===== src/rtl/odom_seq_pkg.sv =====
`default_nettype none
// ============================================================================
// Module   : odom_seq_pkg
// Purpose  : Shared constants and state encoding for the odometry sample
//            sequencer, calculator and system top.
// Revision : 1.0 - initial release
// ============================================================================
package odom_seq_pkg;

  // Default fixed-point format shared with the calculator and system top
  localparam int ODOM_N_WIDTH = 17;
  localparam int ODOM_Q_WIDTH = 8;

  // Sequencer state encoding
  localparam logic [2:0] ST_IDLE      = 3'd0;
  localparam logic [2:0] ST_WAIT_TICK = 3'd1;
  localparam logic [2:0] ST_SAMPLE    = 3'd2;
  localparam logic [2:0] ST_START     = 3'd3;
  localparam logic [2:0] ST_BUSY      = 3'd4;
  localparam logic [2:0] ST_PUBLISH   = 3'd5;

  typedef enum logic [2:0] {
    IDLE      = ST_IDLE,
    WAIT_TICK = ST_WAIT_TICK,
    SAMPLE    = ST_SAMPLE,
    START     = ST_START,
    BUSY      = ST_BUSY,
    PUBLISH   = ST_PUBLISH
  } seqStateT;

  // Increment that sticks at all-ones instead of wrapping
  function automatic logic [7:0] satInc8(input logic [7:0] value);
    return (value == 8'hFF) ? value : value + 8'd1;
  endfunction

endpackage
`default_nettype wire


===== src/rtl/odom_tick_gen.sv =====
`default_nettype none
// ============================================================================
// Module   : odom_tick_gen
// Purpose  : Free-running period counter; emits a 1-cycle tick on wrap.
//            Held at zero while disabled.
// Revision : 1.0 - initial release
// ============================================================================
module odom_tick_gen #(
  parameter int PERIOD_CYCLES = 500000,
  parameter int CNT_W         = 20
) (
  input  logic clk,
  input  logic rst_n,
  input  logic i_enable,
  output logic o_tick
);

  localparam logic [CNT_W-1:0] C_LAST = CNT_W'(PERIOD_CYCLES - 1);

  logic [CNT_W-1:0] r_count;
  logic             w_atLast;

  assign w_atLast = (r_count == C_LAST);
  assign o_tick   = i_enable && w_atLast;

  // Period counter: cleared while disabled, wraps at the last count
  always_ff @(posedge clk or negedge rst_n) begin
    if (!rst_n) begin
      r_count <= '0;
    end else if (!i_enable || w_atLast) begin
      r_count <= '0;
    end else begin
      r_count <= r_count + 1'b1;
    end
  end

endmodule
`default_nettype wire


===== src/rtl/odom_sample_sequencer.sv =====
`default_nettype none
// ============================================================================
// Module   : odom_sample_sequencer
// Purpose  : Periodic scheduler for the odometry calculator. Snapshots the
//            wheel speeds and heading each period, strobes one calculator
//            run, and publishes the resulting pose as one coherent set.
// Revision : 1.0 - initial release
// ============================================================================
module odom_sample_sequencer
  import odom_seq_pkg::*;
#(
  parameter int N_WIDTH        = ODOM_N_WIDTH,
  parameter int Q_WIDTH        = ODOM_Q_WIDTH,
  parameter int PERIOD_CYCLES  = 500000,
  parameter int TIMEOUT_CYCLES = 4096,
  parameter int CNT_W          = 20
) (
  input  logic               ODOM_SEQ_CLOCK_50,
  input  logic               ODOM_SEQ_Reset_InLow,
  input  logic               ODOM_SEQ_ENABLE_In,
  input  logic               ODOM_SEQ_SPDVALID_In,
  input  logic [N_WIDTH-1:0] ODOM_SEQ_W1_InBus,
  input  logic [N_WIDTH-1:0] ODOM_SEQ_W2_InBus,
  input  logic [N_WIDTH-1:0] ODOM_SEQ_W3_InBus,
  input  logic [N_WIDTH-1:0] ODOM_SEQ_W4_InBus,
  input  logic [N_WIDTH-1:0] ODOM_SEQ_THETA_InBus,
  input  logic               ODOM_SEQ_CALCDONE_In,
  input  logic [N_WIDTH-1:0] ODOM_SEQ_CALCX_InBus,
  input  logic [N_WIDTH-1:0] ODOM_SEQ_CALCY_InBus,
  input  logic [N_WIDTH-1:0] ODOM_SEQ_CALCTH_InBus,
  output logic [N_WIDTH-1:0] ODOM_SEQ_W1_OutBus,
  output logic [N_WIDTH-1:0] ODOM_SEQ_W2_OutBus,
  output logic [N_WIDTH-1:0] ODOM_SEQ_W3_OutBus,
  output logic [N_WIDTH-1:0] ODOM_SEQ_W4_OutBus,
  output logic [N_WIDTH-1:0] ODOM_SEQ_THETA_OutBus,
  output logic               ODOM_SEQ_SETBEGIN_OutLow,
  output logic [N_WIDTH-1:0] ODOM_SEQ_POSX_OutBus,
  output logic [N_WIDTH-1:0] ODOM_SEQ_POSY_OutBus,
  output logic [N_WIDTH-1:0] ODOM_SEQ_POSTH_OutBus,
  output logic               ODOM_SEQ_POSVALID_Out,
  output logic               ODOM_SEQ_TIMEOUT_Out,
  output logic [7:0]         ODOM_SEQ_OVERRUN_Out
);

  localparam int             TO_W      = (TIMEOUT_CYCLES > 2) ? $clog2(TIMEOUT_CYCLES) : 1;
  localparam logic [TO_W-1:0] C_TO_LAST = TO_W'(TIMEOUT_CYCLES - 1);

  // Reject parameter sets the counters or the fixed-point format cannot hold
  if (PERIOD_CYCLES < 8 || (64'd1 << CNT_W) < 64'(PERIOD_CYCLES) ||
      TIMEOUT_CYCLES < 2 || Q_WIDTH >= N_WIDTH) begin : g_badParams
    $error("odom_sample_sequencer: illegal parameter combination");
  end

  seqStateT        r_state;
  seqStateT        w_nextState;
  logic [TO_W-1:0] r_toCount;
  logic            w_toFire;
  logic            w_tick;
  logic            w_enter;
  logic            w_capture;
  logic            w_publish;

  odom_tick_gen #(
    .PERIOD_CYCLES(PERIOD_CYCLES),
    .CNT_W        (CNT_W)
  ) u_tickGen (
    .clk     (ODOM_SEQ_CLOCK_50),
    .rst_n   (ODOM_SEQ_Reset_InLow),
    .i_enable(ODOM_SEQ_ENABLE_In),
    .o_tick  (w_tick)
  );

  assign w_toFire  = (r_toCount == C_TO_LAST);
  // Counter restarts whenever SAMPLE or BUSY is freshly entered
  assign w_enter   = (w_nextState != r_state) &&
                     (w_nextState == SAMPLE || w_nextState == BUSY);
  assign w_capture = (r_state == SAMPLE) && (w_nextState == START);
  assign w_publish = (r_state == BUSY) && ODOM_SEQ_CALCDONE_In;

  // State register
  always_ff @(posedge ODOM_SEQ_CLOCK_50 or negedge ODOM_SEQ_Reset_InLow) begin
    if (!ODOM_SEQ_Reset_InLow) r_state <= IDLE;
    else                       r_state <= w_nextState;
  end

  // Next-state decode; BUSY ignores ENABLE so a started run always resolves
  always_comb begin
    w_nextState = r_state;
    case (r_state)
      IDLE:      if (ODOM_SEQ_ENABLE_In) w_nextState = WAIT_TICK;
      WAIT_TICK: if (!ODOM_SEQ_ENABLE_In) w_nextState = IDLE;
                 else if (w_tick)         w_nextState = SAMPLE;
      SAMPLE:    if (!ODOM_SEQ_ENABLE_In)       w_nextState = IDLE;
                 else if (ODOM_SEQ_SPDVALID_In) w_nextState = START;
                 else if (w_toFire)             w_nextState = WAIT_TICK;
      START:     if (!ODOM_SEQ_ENABLE_In) w_nextState = IDLE;
                 else                     w_nextState = BUSY;
      BUSY:      if (ODOM_SEQ_CALCDONE_In) w_nextState = PUBLISH;
                 else if (w_toFire)        w_nextState = WAIT_TICK;
      PUBLISH:   w_nextState = ODOM_SEQ_ENABLE_In ? WAIT_TICK : IDLE;
      default:   w_nextState = IDLE;
    endcase
  end

  // Wait-state timeout counter, only advancing inside SAMPLE and BUSY
  always_ff @(posedge ODOM_SEQ_CLOCK_50 or negedge ODOM_SEQ_Reset_InLow) begin
    if (!ODOM_SEQ_Reset_InLow) begin
      r_toCount <= '0;
    end else if (w_enter) begin
      r_toCount <= '0;
    end else if (r_state == SAMPLE || r_state == BUSY) begin
      r_toCount <= r_toCount + 1'b1;
    end
  end

  // Input snapshot, held for the calculator until the next successful sample
  always_ff @(posedge ODOM_SEQ_CLOCK_50 or negedge ODOM_SEQ_Reset_InLow) begin
    if (!ODOM_SEQ_Reset_InLow) begin
      ODOM_SEQ_W1_OutBus    <= '0;
      ODOM_SEQ_W2_OutBus    <= '0;
      ODOM_SEQ_W3_OutBus    <= '0;
      ODOM_SEQ_W4_OutBus    <= '0;
      ODOM_SEQ_THETA_OutBus <= '0;
    end else if (w_capture) begin
      ODOM_SEQ_W1_OutBus    <= ODOM_SEQ_W1_InBus;
      ODOM_SEQ_W2_OutBus    <= ODOM_SEQ_W2_InBus;
      ODOM_SEQ_W3_OutBus    <= ODOM_SEQ_W3_InBus;
      ODOM_SEQ_W4_OutBus    <= ODOM_SEQ_W4_InBus;
      ODOM_SEQ_THETA_OutBus <= ODOM_SEQ_THETA_InBus;
    end
  end

  // Start strobe, pose publish, sticky timeout flag and overrun counter
  always_ff @(posedge ODOM_SEQ_CLOCK_50 or negedge ODOM_SEQ_Reset_InLow) begin
    if (!ODOM_SEQ_Reset_InLow) begin
      ODOM_SEQ_SETBEGIN_OutLow <= 1'b1;
      ODOM_SEQ_POSX_OutBus     <= '0;
      ODOM_SEQ_POSY_OutBus     <= '0;
      ODOM_SEQ_POSTH_OutBus    <= '0;
      ODOM_SEQ_POSVALID_Out    <= 1'b0;
      ODOM_SEQ_TIMEOUT_Out     <= 1'b0;
      ODOM_SEQ_OVERRUN_Out     <= 8'd0;
    end else begin
      ODOM_SEQ_SETBEGIN_OutLow <= (w_nextState != START);
      ODOM_SEQ_POSVALID_Out    <= w_publish;
      if (w_publish) begin
        ODOM_SEQ_POSX_OutBus  <= ODOM_SEQ_CALCX_InBus;
        ODOM_SEQ_POSY_OutBus  <= ODOM_SEQ_CALCY_InBus;
        ODOM_SEQ_POSTH_OutBus <= ODOM_SEQ_CALCTH_InBus;
      end
      if (r_state == BUSY && !ODOM_SEQ_CALCDONE_In && w_toFire) begin
        ODOM_SEQ_TIMEOUT_Out <= 1'b1;
      end
      if (w_tick && r_state != WAIT_TICK) begin
        ODOM_SEQ_OVERRUN_Out <= satInc8(ODOM_SEQ_OVERRUN_Out);
      end
    end
  end

endmodule
`default_nettype wire

===== config.mk =====
export PLATFORM = sky130hd
export DESIGN_NAME = odom_sample_sequencer
export DESIGN_NICKNAME = d
export VERILOG_FILES = /design/src/rtl/odom_seq_pkg.sv /design/src/rtl/odom_tick_gen.sv /design/src/rtl/odom_sample_sequencer.sv
export SDC_FILE = /design/constraint.sdc
export NUM_CORES = 1
export LEC_CHECK = 0
export ABC_AREA = 1
export CAP_MARGIN = 10
export CELL_PAD_IN_SITES_DETAIL_PLACEMENT = 2
export CELL_PAD_IN_SITES_GLOBAL_PLACEMENT = 2
export CORE_ASPECT_RATIO = 0.5
export CORE_UTILIZATION = 23
export DETAILED_ROUTE_END_ITERATION = 8
export GPL_ROUTABILITY_DRIVEN = 0
export PLACE_DENSITY = 0.81
export SLEW_MARGIN = 5
export SYNTH_ARGS = -nofsm -noshare
export SYNTH_HDL_FRONTEND = slang
export SYNTH_SLANG_ARGS = --single-unit

===== constraint.sdc =====
create_clock -name ODOM_SEQ_CLOCK_50 -period 1.65 [get_ports ODOM_SEQ_CLOCK_50]
set_input_delay 0.2475 -clock ODOM_SEQ_CLOCK_50 [delete_from_list [all_inputs] [get_ports ODOM_SEQ_CLOCK_50]]
set_output_delay 0.2475 -clock ODOM_SEQ_CLOCK_50 [all_outputs]
set_load 0.05 [all_outputs]

==> qor.json <==
{
  "power.share.clock_pct": 29.9,
  "ioPinCount": 288,
  "multi_input_area_um2": 3470,
  "whs_ns": 0.313,
  "fmax_mhz": 460,
  "synthesis.instances": 932,
  "yosysWarningCount": 0,
  "layout.filler_cells": 3565,
  "cts.sink_count": 182,
  "cp_max_fo": 6,
  "post_drt_via_cell_ratio": 4.89,
  "hold_start": "ODOM_SEQ_CALCY_InBus[9]",
  "design.final.nets": 1456,
  "pd_cells_nw_per_um2": 1130,
  "power.switching_fraction_pct": 40.5,
  "syn_to_final_growth_pct": 69.3,
  "drt_pre_antenna_iters": 5,
  "postSynthRegisterBits": 182,
  "min_path_cells": 3,
  "netlist_area_um2": 7840,
  "route.detailed.wl_per_inst_um": 26.5,
  "ys_async_sr_fraction_pct": 100,
  "port_buffers": 287,
  "detailroute.via_count": 8667,
  "antenna_left": 0,
  "timing_worst_setup_path_type": "reg -> reg",
  "worst_min_path_class": "in -> reg",
  "final_common_cell": "nand2_1",
  "wl_um": 47000,
  "critPathLaunchType": "flip-flop",
  "area_of_placed_instances_um2": 11600,
  "vdd.ir_drop.worst_v": 0.000549,
  "cell_at_the_root_of_the_clock_tree": "clkbuf_16",
  "design_area_um2": 13300,
  "intPower_mw": 8.93,
  "die_y_um": 133,
  "synth-seq-area-share_pct": 58.1,
  "placeableCoreArea_um2": 33300,
  "worst-r2r-setup-slack_ns": -0.53,
  "tritoncts": "yes",
  "synthFlopType": "dfrtp_1",
  "antenna_found_initial": 5,
  "run_status": "complete, but fails checks",
  "route.detailed.drc": 0,
  "avgSynthCellArea_um2": 8.41,
  "failing_checks": "setup timing",
  "timing.final.ws_setup_ns": -0.526,
  "cts-htree-levels": 4,
  "final_max_slew_viol_count": 0,
  "edff_count_synth": 0,
  "finalSetupViolCount": 174,
  "layout-drive-gt1-share_pct": 32.2,
  "worst_relative_slew_slack_pct": 53.6,
  "via_count_of_the_first_global_routing_pass": 9581,
  "die_boundary_width_um": 263,
  "worst_slew_pin_slew_ns": 0.697,
  "sequential_power_share_pct": 36.8,
  "grt_usage_pct": 21.9,
  "hold_viol": 0,
  "switchingPower_mw": 6.08,
  "required_ns": 2.02,
  "regArea_um2": 4560,
  "min_to": "ODOM_SEQ_POSY_OutBus[9]$_DFFE_PN0P_",
  "fin_crit_sh_pct": 132,
  "rsz0062_at_grt": "yes",
  "die-area_um2": 34900,
  "timing.critical_path.arrival_ns": 2.54,
  "synth.net_count": 1076,
  "clock_latency_ns": 0.49,
  "cts-root-to-sink-buffers": 2,
  "cts_buffers": 17,
  "end_of_the_worst_register_to_register_path": "r_toCount[7]$_DFFE_PN0P_",
  "place_hpwl_um": 25300,
  "globalRouteOverflowTotal": 0,
  "clock_skew_ns": 0.0178,
  "initial_core_util_pct": 23.6,
  "clkSlewWorstSetupHoldPaths_ns": 0.08,
  "std_cell_rows": 47,
  "wire_length_of_the_first_global_routing_pass_um": 58300,
  "drt_iter0_drc": 481,
  "end_kind": "flip-flop",
  "finalCriticalPeriod_ns": 2.18,
  "grt_start_max_net_pins": 72,
  "reg2regPathDepth": 11,
  "critical_path.reg2reg.startpoint": "r_state[1]$_DFF_PN0_",
  "timing.max_cap.violations": 0,
  "power.leakage_nw": 6.71,
  "layout_common_cells": "371 x nand2_1, 219 x buf_4, 179 x dfrtp_1, 139 x clkdlybuf4s50_1, 60 x nand3_1",
  "combinationalPowerShare_pct": 33.3,
  "synth_cell_types": 33
}
timing repair:
item                                    4_1_cts  5_1_grt
pin swaps                                     6       40
hold buffers                                  1        0
hold endpoints to repair                    181        0
cloned                                        2       10
resized for setup                            55      128
endpoints found under the setup margin      128      165
setup buffers                                 6        8
Yosys cell counts, types with 3 or more instances:
cell type / n / area, um^2
buf_6: 6 / 67.6
clkbuf_1: 12 / 45.0
ha_1: 3 / 37.5
o21ai_0: 7 / 35.0
nand3_1: 101 / 505
nand3_2: 4 / 40.0
buf_2: 20 / 100
nand2_1: 416 / 1560
nor2_1: 49 / 184
inv_1: 61 / 229
nand4_1: 7 / 43.8
nor3b_1: 5 / 37.5
dfrtp_1: 181 / 4530
xnor2_1: 6 / 52.6
nor3_1: 10 / 50.1
a21oi_1: 7 / 35.0
nor2_2: 3 / 18.8
xor2_1: 15 / 131
worst max-delay path: stages (launching register included):
cell and delay, ns:
dfrtp_1 0.46, buf_4 0.18, nand3_1 0.18, nand2_1 0.21, buf_4 0.19, nand3_1 0.14, nor2_1 0.23, inv_1 0.11
nor2_1 0.17, a21oi_1 0.08, nand2_2 0.07, inv_1 0.04
layer usage:
| layer | global-route usage [%] | part of all wire [%] |
|---|---|---|
| met1 | 23.2 | 37 |
| met2 | 41.8 | 54 |
| met3 | 3.18 | 3.3 |
| met4 | 12.1 | 5.7 |
| met5 | 0 | 0 |
state kept, by name (all words and copies together) (netlist names):
register,cells
ODOM_SEQ_W1_OutBus,17
ODOM_SEQ_TIMEOUT_Out,1
ODOM_SEQ_W2_OutBus,17
ODOM_SEQ_THETA_OutBus,17
r_state,3
u_tickGen.r_count,20
ODOM_SEQ_POSX_OutBus,17
ODOM_SEQ_OVERRUN_Out,8
ODOM_SEQ_POSTH_OutBus,17
r_toCount,12
ODOM_SEQ_POSVALID_Out,1
ODOM_SEQ_POSY_OutBus,17
ODOM_SEQ_SETBEGIN_OutLow,1
ODOM_SEQ_W4_OutBus,17
ODOM_SEQ_W3_OutBus,17
per-stage QoR:
step                util, %  TNS [ns]  cells  setup slack [ns]  power (mW)
floorplan                 -     -3.17    932           -0.0793        8.11
global placement       34.8    -17.09   1709            -0.254        9.91
detailed placement     34.8    -36.38   1709            -0.368        10.1
CTS                    37.6    -16.88   1749            -0.236        14.6
global route           39.9    -51.69   1772            -0.576        15.4
finish                 39.9    -45.32   1772            -0.526        15.0
power by group through the flow:
| stage | sequential [mW] | combinational (mW) | clock (mW) |
|---|---|---|---|
| 3_3_place_gp | 5.48 | 4.43 | 0 |
| 4_1_cts | 5.47 | 4.70 | 4.40 |
| 5_1_grt | 5.58 | 5.16 | 4.67 |
| 3_5_place_dp | 5.53 | 4.59 | 0 |
| 2_1_floorplan | 7.48 | 0.627 | 0 |
| 6_report | 5.53 | 5.00 | 4.49 |
cell type report:
class,instances,area share (%)
clock inverter,8,0.660
timing repair buffer,401,28.9
sequential,182,34.3
multi-input combinational,646,26.2
clock buffer,24,3.85
antenna,6,0.113
inverter,64,1.86
tap,441,4.15
cell families after synthesis:
family	after synthesis	synth area share, %
AOI/OAI and AO/OA	21	1.52
DFF	182	58.1
xor gates and xnor gates	21	2.35
and+or+nand+nor	600	31.5
buffers and inverters	104	5.92
adders and majority gates	3	0.479
muxes	1	0.128
how the worst max path moves through the flow:
stage / start / endpoint
final: r_state[1]$_DFF_PN0_ / r_toCount[7]$_DFFE_PN0P_
after global routing: r_state[1]$_DFF_PN0_ / r_toCount[7]$_DFFE_PN0P_
after CTS: u_tickGen.r_count[1]$_DFF_PN0_ / ODOM_SEQ_THETA_OutBus[8]$_DFFE_PN0P_
after detailed placement: r_toCount[1]$_DFFE_PN0P_ / r_toCount[9]$_DFFE_PN0P_
after global placement: ODOM_SEQ_CALCDONE_In / r_toCount[6]$_DFFE_PN0P_
after floorplan: u_tickGen.r_count[0]$_DFF_PN0_ / ODOM_SEQ_THETA_OutBus[10]$_DFFE_PN0P_
Power figures use the tool's default switching activity.
